### src/rtl/multiword_adder_ctrl.sv
// -----------------------------------------------------------------------------
// multiword_adder_ctrl
//
// Purpose:
//   Sequencer for one shared, external 8-bit adder (hybrid_adder_8).
//   - Accepts one add or subtract request of width W = 8*WORDS.
//   - Drives the adder one byte per cycle, least significant byte first.
//   - Registers each slice's carry-out and feeds it to the next slice as
//     its carry-in.
//   - Subtraction is computed as A + ~B + 1.
//
// Parameters:
//   WORDS        number of 8-bit slices per operand (>= 2)
//
// Ports:
//   clk          rising-edge clock
//   rst_n        asynchronous active-low reset
//   start_valid  request valid            start_ready  request accepted when high
//   op_a, op_b   operands (W bits)        sub          0: A+B, 1: A-B
//   res_valid    result valid             res_ready    consumer takes result
//   result       sum / difference (W)     cout         final carry (sub: 1 = no borrow)
//   overflow     two's-complement signed overflow
//   add_a/add_b  byte slices to adder     add_cin      carry-in to adder
//   add_sum      adder sum (comb.)        add_cout     adder carry-out
//   zero         (only with MWADD_ZERO_FLAG_EN) result == 0, registered with cout
//
// Build option:
//   MWADD_ZERO_FLAG_EN  when defined, adds the `zero` output and its logic.
// -----------------------------------------------------------------------------
module multiword_adder_ctrl #(
  parameter int WORDS = 4
) (
  input  logic                 clk,
  input  logic                 rst_n,
  input  logic                 start_valid,
  output logic                 start_ready,
  input  logic [8*WORDS-1:0]   op_a,
  input  logic [8*WORDS-1:0]   op_b,
  input  logic                 sub,
  output logic                 res_valid,
  input  logic                 res_ready,
  output logic [8*WORDS-1:0]   result,
  output logic                 cout,
  output logic                 overflow,
`ifdef MWADD_ZERO_FLAG_EN
  output logic                 zero,
`endif
  output logic [7:0]           add_a,
  output logic [7:0]           add_b,
  output logic                 add_cin,
  input  logic [7:0]           add_sum,
  input  logic                 add_cout
);

  localparam int W     = 8 * WORDS;
  localparam int IDX_W = $clog2(WORDS);

  typedef enum logic [1:0] {
    S_IDLE = 2'd0,
    S_RUN  = 2'd1,
    S_DONE = 2'd2
  } state_e;

  state_e             state_q;
  logic               start_ready_q;
  logic               res_valid_q;
  logic [W-1:0]       a_q;
  logic [W-1:0]       b_q;         // B stored already inverted for subtraction
  logic [IDX_W-1:0]   idx_q;
  logic               carry_q;
  logic [W-1:0]       result_q;
  logic               cout_q;
  logic               overflow_q;

  // Bit offset of the current slice; 8*idx is just idx with three zero LSBs.
  logic [IDX_W+2:0]   base;
  logic               last_slice;
  logic               ovf_d;

  assign base       = {idx_q, 3'b000};
  assign last_slice = (idx_q == IDX_W'(WORDS - 1));

  // Adder inputs are decoded from registered state only, so they drop to
  // zero as soon as reset asserts, without waiting for a clock edge.
  always_comb begin
    // NOTE: every combinational output gets a default first, otherwise any
    // path that skips an assignment infers a latch.
    add_a   = '0;
    add_b   = '0;
    add_cin = 1'b0;
    if (state_q == S_RUN) begin
      add_a   = a_q[base +: 8];
      add_b   = b_q[base +: 8];
      add_cin = carry_q;
    end
  end

  // Signed overflow of the top slice: both addends share a sign and the
  // sum's sign differs. add_b already carries the subtract inversion.
  assign ovf_d = (add_a[7] == add_b[7]) && (add_sum[7] != add_a[7]);

`ifdef MWADD_ZERO_FLAG_EN
  // Full result as it will be after the last slice is written, so the zero
  // flag is registered in the same edge as cout.
  logic [W-1:0] result_fin;
  logic         zero_q;

  always_comb begin
    result_fin              = result_q;
    result_fin[base +: 8]   = add_sum;
  end

  assign zero = zero_q;
`endif

  // NOTE: all state is updated with non-blocking assignments so every
  // register samples the pre-edge values, independent of statement order.
  always_ff @(posedge clk or negedge rst_n) begin
    if (!rst_n) begin
      state_q       <= S_IDLE;
      start_ready_q <= 1'b1;
      res_valid_q   <= 1'b0;
      a_q           <= '0;
      b_q           <= '0;
      idx_q         <= '0;
      carry_q       <= 1'b0;
      result_q      <= '0;
      cout_q        <= 1'b0;
      overflow_q    <= 1'b0;
`ifdef MWADD_ZERO_FLAG_EN
      zero_q        <= 1'b0;
`endif
    end else begin
      case (state_q)
        S_IDLE: begin
          if (start_valid) begin
            a_q           <= op_a;
            b_q           <= sub ? ~op_b : op_b;
            idx_q         <= '0;
            carry_q       <= sub;   // the +1 of two's-complement subtraction
            start_ready_q <= 1'b0;
            state_q       <= S_RUN;
          end
        end

        S_RUN: begin
          result_q[base +: 8] <= add_sum;
          carry_q             <= add_cout;
          if (last_slice) begin
            cout_q      <= add_cout;
            overflow_q  <= ovf_d;
`ifdef MWADD_ZERO_FLAG_EN
            zero_q      <= ~|result_fin;
`endif
            idx_q       <= '0;
            res_valid_q <= 1'b1;
            state_q     <= S_DONE;
          end else begin
            idx_q <= idx_q + 1'b1;
          end
        end

        S_DONE: begin
          // start_ready stays low here, forcing one IDLE cycle between ops.
          if (res_ready) begin
            res_valid_q   <= 1'b0;
            start_ready_q <= 1'b1;
            state_q       <= S_IDLE;
          end
        end

        default: begin
          start_ready_q <= 1'b1;
          res_valid_q   <= 1'b0;
          state_q       <= S_IDLE;
        end
      endcase
    end
  end

  assign start_ready = start_ready_q;
  assign res_valid   = res_valid_q;
  assign result      = result_q;
  assign cout        = cout_q;
  assign overflow    = overflow_q;

endmodule

### config.mk
export PLATFORM = sky130hd
export DESIGN_NAME = multiword_adder_ctrl
export DESIGN_NICKNAME = d
export VERILOG_FILES = /design/src/rtl/multiword_adder_ctrl.sv
export SDC_FILE = /design/constraint.sdc
export NUM_CORES = 1
export LEC_CHECK = 0
export CAP_MARGIN = 10
export CELL_PAD_IN_SITES_DETAIL_PLACEMENT = 1
export CELL_PAD_IN_SITES_GLOBAL_PLACEMENT = 1
export CORE_ASPECT_RATIO = 0.6
export CORE_MARGIN = 1
export CORE_UTILIZATION = 41
export CTS_CLUSTER_SIZE = 12
export DETAILED_ROUTE_END_ITERATION = 6
export PLACE_DENSITY_LB_ADDON = 0.1
export RECOVER_POWER = 25
export REMOVE_ABC_BUFFERS = 1
export SKIP_CTS_REPAIR_TIMING = 1
export SYNTH_ARGS = -nofsm -noshare
export SYNTH_HDL_FRONTEND = slang
export SYNTH_SLANG_ARGS = --single-unit
### constraint.sdc
create_clock -name clk -period 5.7 [get_ports clk]
set_input_delay 1.425 -clock clk [delete_from_list [all_inputs] [get_ports clk]]
set_output_delay 1.425 -clock clk [all_outputs]
set_load 0.01 [all_outputs]
Yosys cells after proc, flatten, opt, wreduce, memory -nomap -nowiden

Index checks and enable logic that the tools add are counted.

Memories: 0
Bits in registers: 105
Logic and storage cells: 56
Bits of input ports: 78
Latch bits: 0
Memory bits (writable): 0
Bits in read-only memories: 0
Output and inout bits: 53

$add $sub $neg: 2
Multipliers: 0
Equality and inequality tests: 8
Bitwise operators: 3
Order comparisons: 0
Muxes and demuxes: 20
Div/mod/pow operators: 0
Reductions and logical operators: 9
Shifts and indexed selects: 4

Operators with widths:

| kind                     | count |
|---|---|
| $shiftx A32 B6 Y8        | 2 |
| $bwmux W32               | 1 |
| $mux W32                 | 1 |
| $not A32 Y32             | 1 |
| $shift A8 B7 Y32 const A | 1 |
| $shiftx A8 B7 Y32        | 1 |
| $mux W8                  | 2 |
| $mux W2                  | 5 |
| $reduce_and A3 Y1        | 3 |
| $neg A5 Y7               | 1 |
| $mux W1                  | 6 |
| $ne A2 B2 Y1 const B     | 3 |
| $pmux W1 S3              | 2 |
| $pmux W2 S3              | 1 |
| $reduce_and A2 Y1        | 3 |
| $eq A2 B2 Y1 const B     | 2 |
| $pmux W2 S2              | 1 |
| $add A2 B1 Y2 const B    | 1 |
| $eq A2 B1 Y1 const B     | 1 |
| $logic_not A2 Y1         | 1 |
| $not A1 Y1               | 2 |
| $pmux W1 S2              | 1 |
| $reduce_bool A2 Y1       | 1 |
| $eq A1 B1 Y1             | 1 |
| 2 further kinds          | 2 |

Logic depth before layout (Yosys ltp)

Word-level depth: 4
Gate-level depth with buffers: 7
Gate-level depth less buffers: 5

Least setup slack after synthesis

Ideal clock, no wire load.

Path kind: register -> output
Start point: register idx_q[0]
End point: output port add_a[1]
Cell stages (with the launch flop): 5
Slack: 2.634 ns
Data arrival time: 1.641 ns
Required time: 4.275 ns
Path buffers: 2
Path through: dfrtp_1 > buf_2 > buf_6 > mux4_2 > and2_1

Longest elaborated chain between the ends: 2

RTL lines:

| what                   | RTL line | RTL |
|---|---|---|
| start, declared        | 69       | `logic [IDX_W-1:0] idx_q;` |
| start signal, assigned | 159      | `idx_q <= idx_q + 1'b1;` |
| $shiftx A32 B6 Y8      | 92       | `add_a = a_q[base +: 8];` |
| $mux W8                | 91       | `if (state_q == S_RUN) begin` |
| end, declared          | 48       | `output logic [7:0] add_a,` |

No other way between the ends.

Worst setup path in the final report

Start point: register state_q[0]
End point: output port add_a[3]

Longest elaborated chain between the ends: 2

RTL lines:

| what                   | RTL line | RTL |
|---|---|---|
| start, declared        | 64       | `state_e state_q;` |
| start signal, assigned | 120      | `state_q <= S_IDLE;` |
| start signal, assigned | 142      | `state_q <= S_RUN;` |
| start signal, assigned | 157      | `state_q <= S_DONE;` |
| $eq A2 B1 Y1           | 91       |  |
| $mux W8                | 91       |  |

No other way between the ends.

==> flow_summary.json <==
{
  "cts_htree_levels": 3,
  "violations": "capacitance limit, slew limit",
  "grt_max_degree": 78,
  "yosysUniqueCellTypes": 34,
  "pre_cts_ws_ps": 1990,
  "period_needed_ps": 4060,
  "gp_congestion": 0.762,
  "crit_family": "simple AND/OR/NAND/NOR gates",
  "area_growth_pct": 35.6,
  "dp_hpwl_um": 8330,
  "setup_viol": 0,
  "yosysMostFrequentCell": "dfrtp_1",
  "design.core.area_mm2": 0.0114,
  "wirelength_um": 12100,
  "io_pins": 131,
  "cap_violations": 1,
  "clockBufferDepth": 2,
  "fp.dieH_um": 85.9,
  "final_area_mm2": 0.00653,
  "grt-ovfl-total": 0,
  "placed_area_mm2": 0.00623,
  "post_drt_wl_per_cell_um": 18.3,
  "worstSkewPairLatency_ps": 340,
  "netlist.area_leader.share_pct": 54.1,
  "synth_top_flop_cell": "dfrtp_1",
  "critPathMaxStageDelay_ps": 820,
  "ys_top_cells_by_area": "dfrtp_1 54%, mux2_1 7.7%, mux4_2 7.5%",
  "power_density_mw_per_mm2": 524,
  "grt_usage_pct": 20.8,
  "worst-path-buf-inv": 1,
  "yosysSeqAreaShare_pct": 54.6,
  "die_area_mm2": 0.0122,
  "dp_cells": 643,
  "async_flop_share_pct": 100,
  "layout.nets": 578,
  "critPathMaxFanout": 19,
  "synthTopCellsByCount": "104 x dfrtp_1, 36 x nor2_1, 34 x a21oi_1",
  "crit_type": "reg -> out",
  "grt_pass1_wl_um": 18900,
  "hp-class": "reg -> reg",
  "antenna_found_initial": 0,
  "tightest_slew_ps": 1920,
  "layout.cells.non_filler": 659,
  "max_freq_mhz": 246,
  "drive_gt1_share_pct": 9.22,
  "die_x_um": 142,
  "ys_seq_elements": 105,
  "post_synth.cell_area_avg_um2": 12.9,
  "rows": 30,
  "fin_ws_ps": 1640,
  "critPathRequiredTime_ps": 4280,
  "cts-root-buf": "clkbuf_16",
  "initial_core_util_pct": 42.3,
  "io_buffers": 130,
  "worstSetupStartpointType": "register",
  "cts_tree": "built",
  "ir_drop_mv": 0.207,
  "hold_viol_final": 0,
  "synth_warnings": 0,
  "drt_pre_antenna_iters": 4,
  "post-route-period-util_pct": 71.3,
  "viasPerCell": 5.08,
  "skew_ps": 6.26,
  "relSlewSlack_pct": -27.7,
  "maxSlewViolCount": 78,
  "syn_inst": 372,
  "drt_iter0_drc": 184,
  "grt_pass1_vias": 3351,
  "synth_edf_count": 0,
  "fin_hold_ws_ps": 483,
  "crit_slowest_cell": "nor2b_2",
  "ant_nets": 0,
  "vias": 3347,
  "end_kind": "output pin",
  "p_leak_nw": 2.63,
  "syn_area_mm2": 0.00481,
  "status": "finished with violations",
  "cts_sinks": 105,
  "yosysTopAreaCell": "dfrtp_1",
  "tns_ps": 0,
  "drc": 0,
  "cts_buffers": 9,
  "clk_pin_slew_ps": 70,
  "path_cells": "nor2b_2 -> and2_1 -> clkdlybuf4s50_1",
  "rsz0062_at_grt": "false",
  "crit_arrival_ps": 2640,
  "diodes": 0
}
area by class of cell:
class | count | area (um2)
clock buffers | 11 | 243
inverters | 3 | 11.3
clock inverters | 5 | 55.1
fillers | 1166 | 4840
multi-input cells | 242 | 2080
well taps | 160 | 200
flip-flops and latches | 105 | 2630
repair buffers | 133 | 1310
path summary, 6_finish.rpt:
kind,from,endpoint,slack (ps),cells after the start
worst min register to register,overflow,overflow,480,2
min in group asynchronous,rst_n,a_q[4],1600,1
max in group asynchronous,rst_n,result[8],2810,2
worst max register to register,idx_q[1],result[6],2840,4
worst max-delay path,state_q[0],add_a[3],1640,3
worst min-delay path,overflow,overflow,480,2
layer usage:
metal	part of all wire (%)	track usage, %	up-vias
li1	-	-	1559
met4	0.72	4.11	0
met2	41	28.3	96
met1	51	32.6	1684
met3	7.1	5.81	8
met5	0	0	-
cell usage in the layout (no fill, tap or decap), drive strengths merged, types with 2 or more instances in the layout:
master and n:
a21oi 34, a22o 32, and2 17, buf 4, clkbuf 12, clkdlybuf4s50 127
clkinv 2, clkinvlp 2, dfrtp 104, ha 6, inv 3, mux2 33
mux4 16, nand2 6, nand2b 3, nand3 2, nand3b 4, nor2 36
nor2b 3, nor3 2, nor4 3, o21ai 4, o21bai 2, xnor2 32
flip-flops by register name (all words and copies together) (netlist names):
signal	cells
idx_q	2
b_q	32
a_q	32
state_q	2
res_valid	1
overflow	1
carry_q	1
start_ready	1
result	32
cout	1
stage by stage:
stage / util, % / power, mW
floorplan: - / 2.13
global placement: 54.8 / 2.76
detailed placement: 54.8 / 2.82
CTS: 57.4 / 3.46
global route: 57.4 / 3.64
finish: 57.4 / 3.42
cell families after synthesis:
kind of cell	count (synthesis)	synth area share (%)
compound gates	75	10.6
mux	49	15.2
flops	105	54.6
fa+ha+maj	6	1.56
xor+xnor	32	5.82
buf+inv	25	2.44
simple gates	80	9.77
worst register-to-register path, stage by stage (launching register included):
cell	delay [ps]
dfrtp_1	1020
inv_1	230
ha_1	410
nor4_2	900
a22o_1	240
report_power, final:
part           leakage, nW  total, mW  switching (mW)  internal (mW)
Clock                0.142      0.624           0.273          0.351
Sequential            1.27       1.33           0.259           1.07
Combinational         1.22       1.47           0.621          0.844
Total                 2.63       3.42            1.15           2.27
Note: power is estimated with default switching activity, not from simulation.
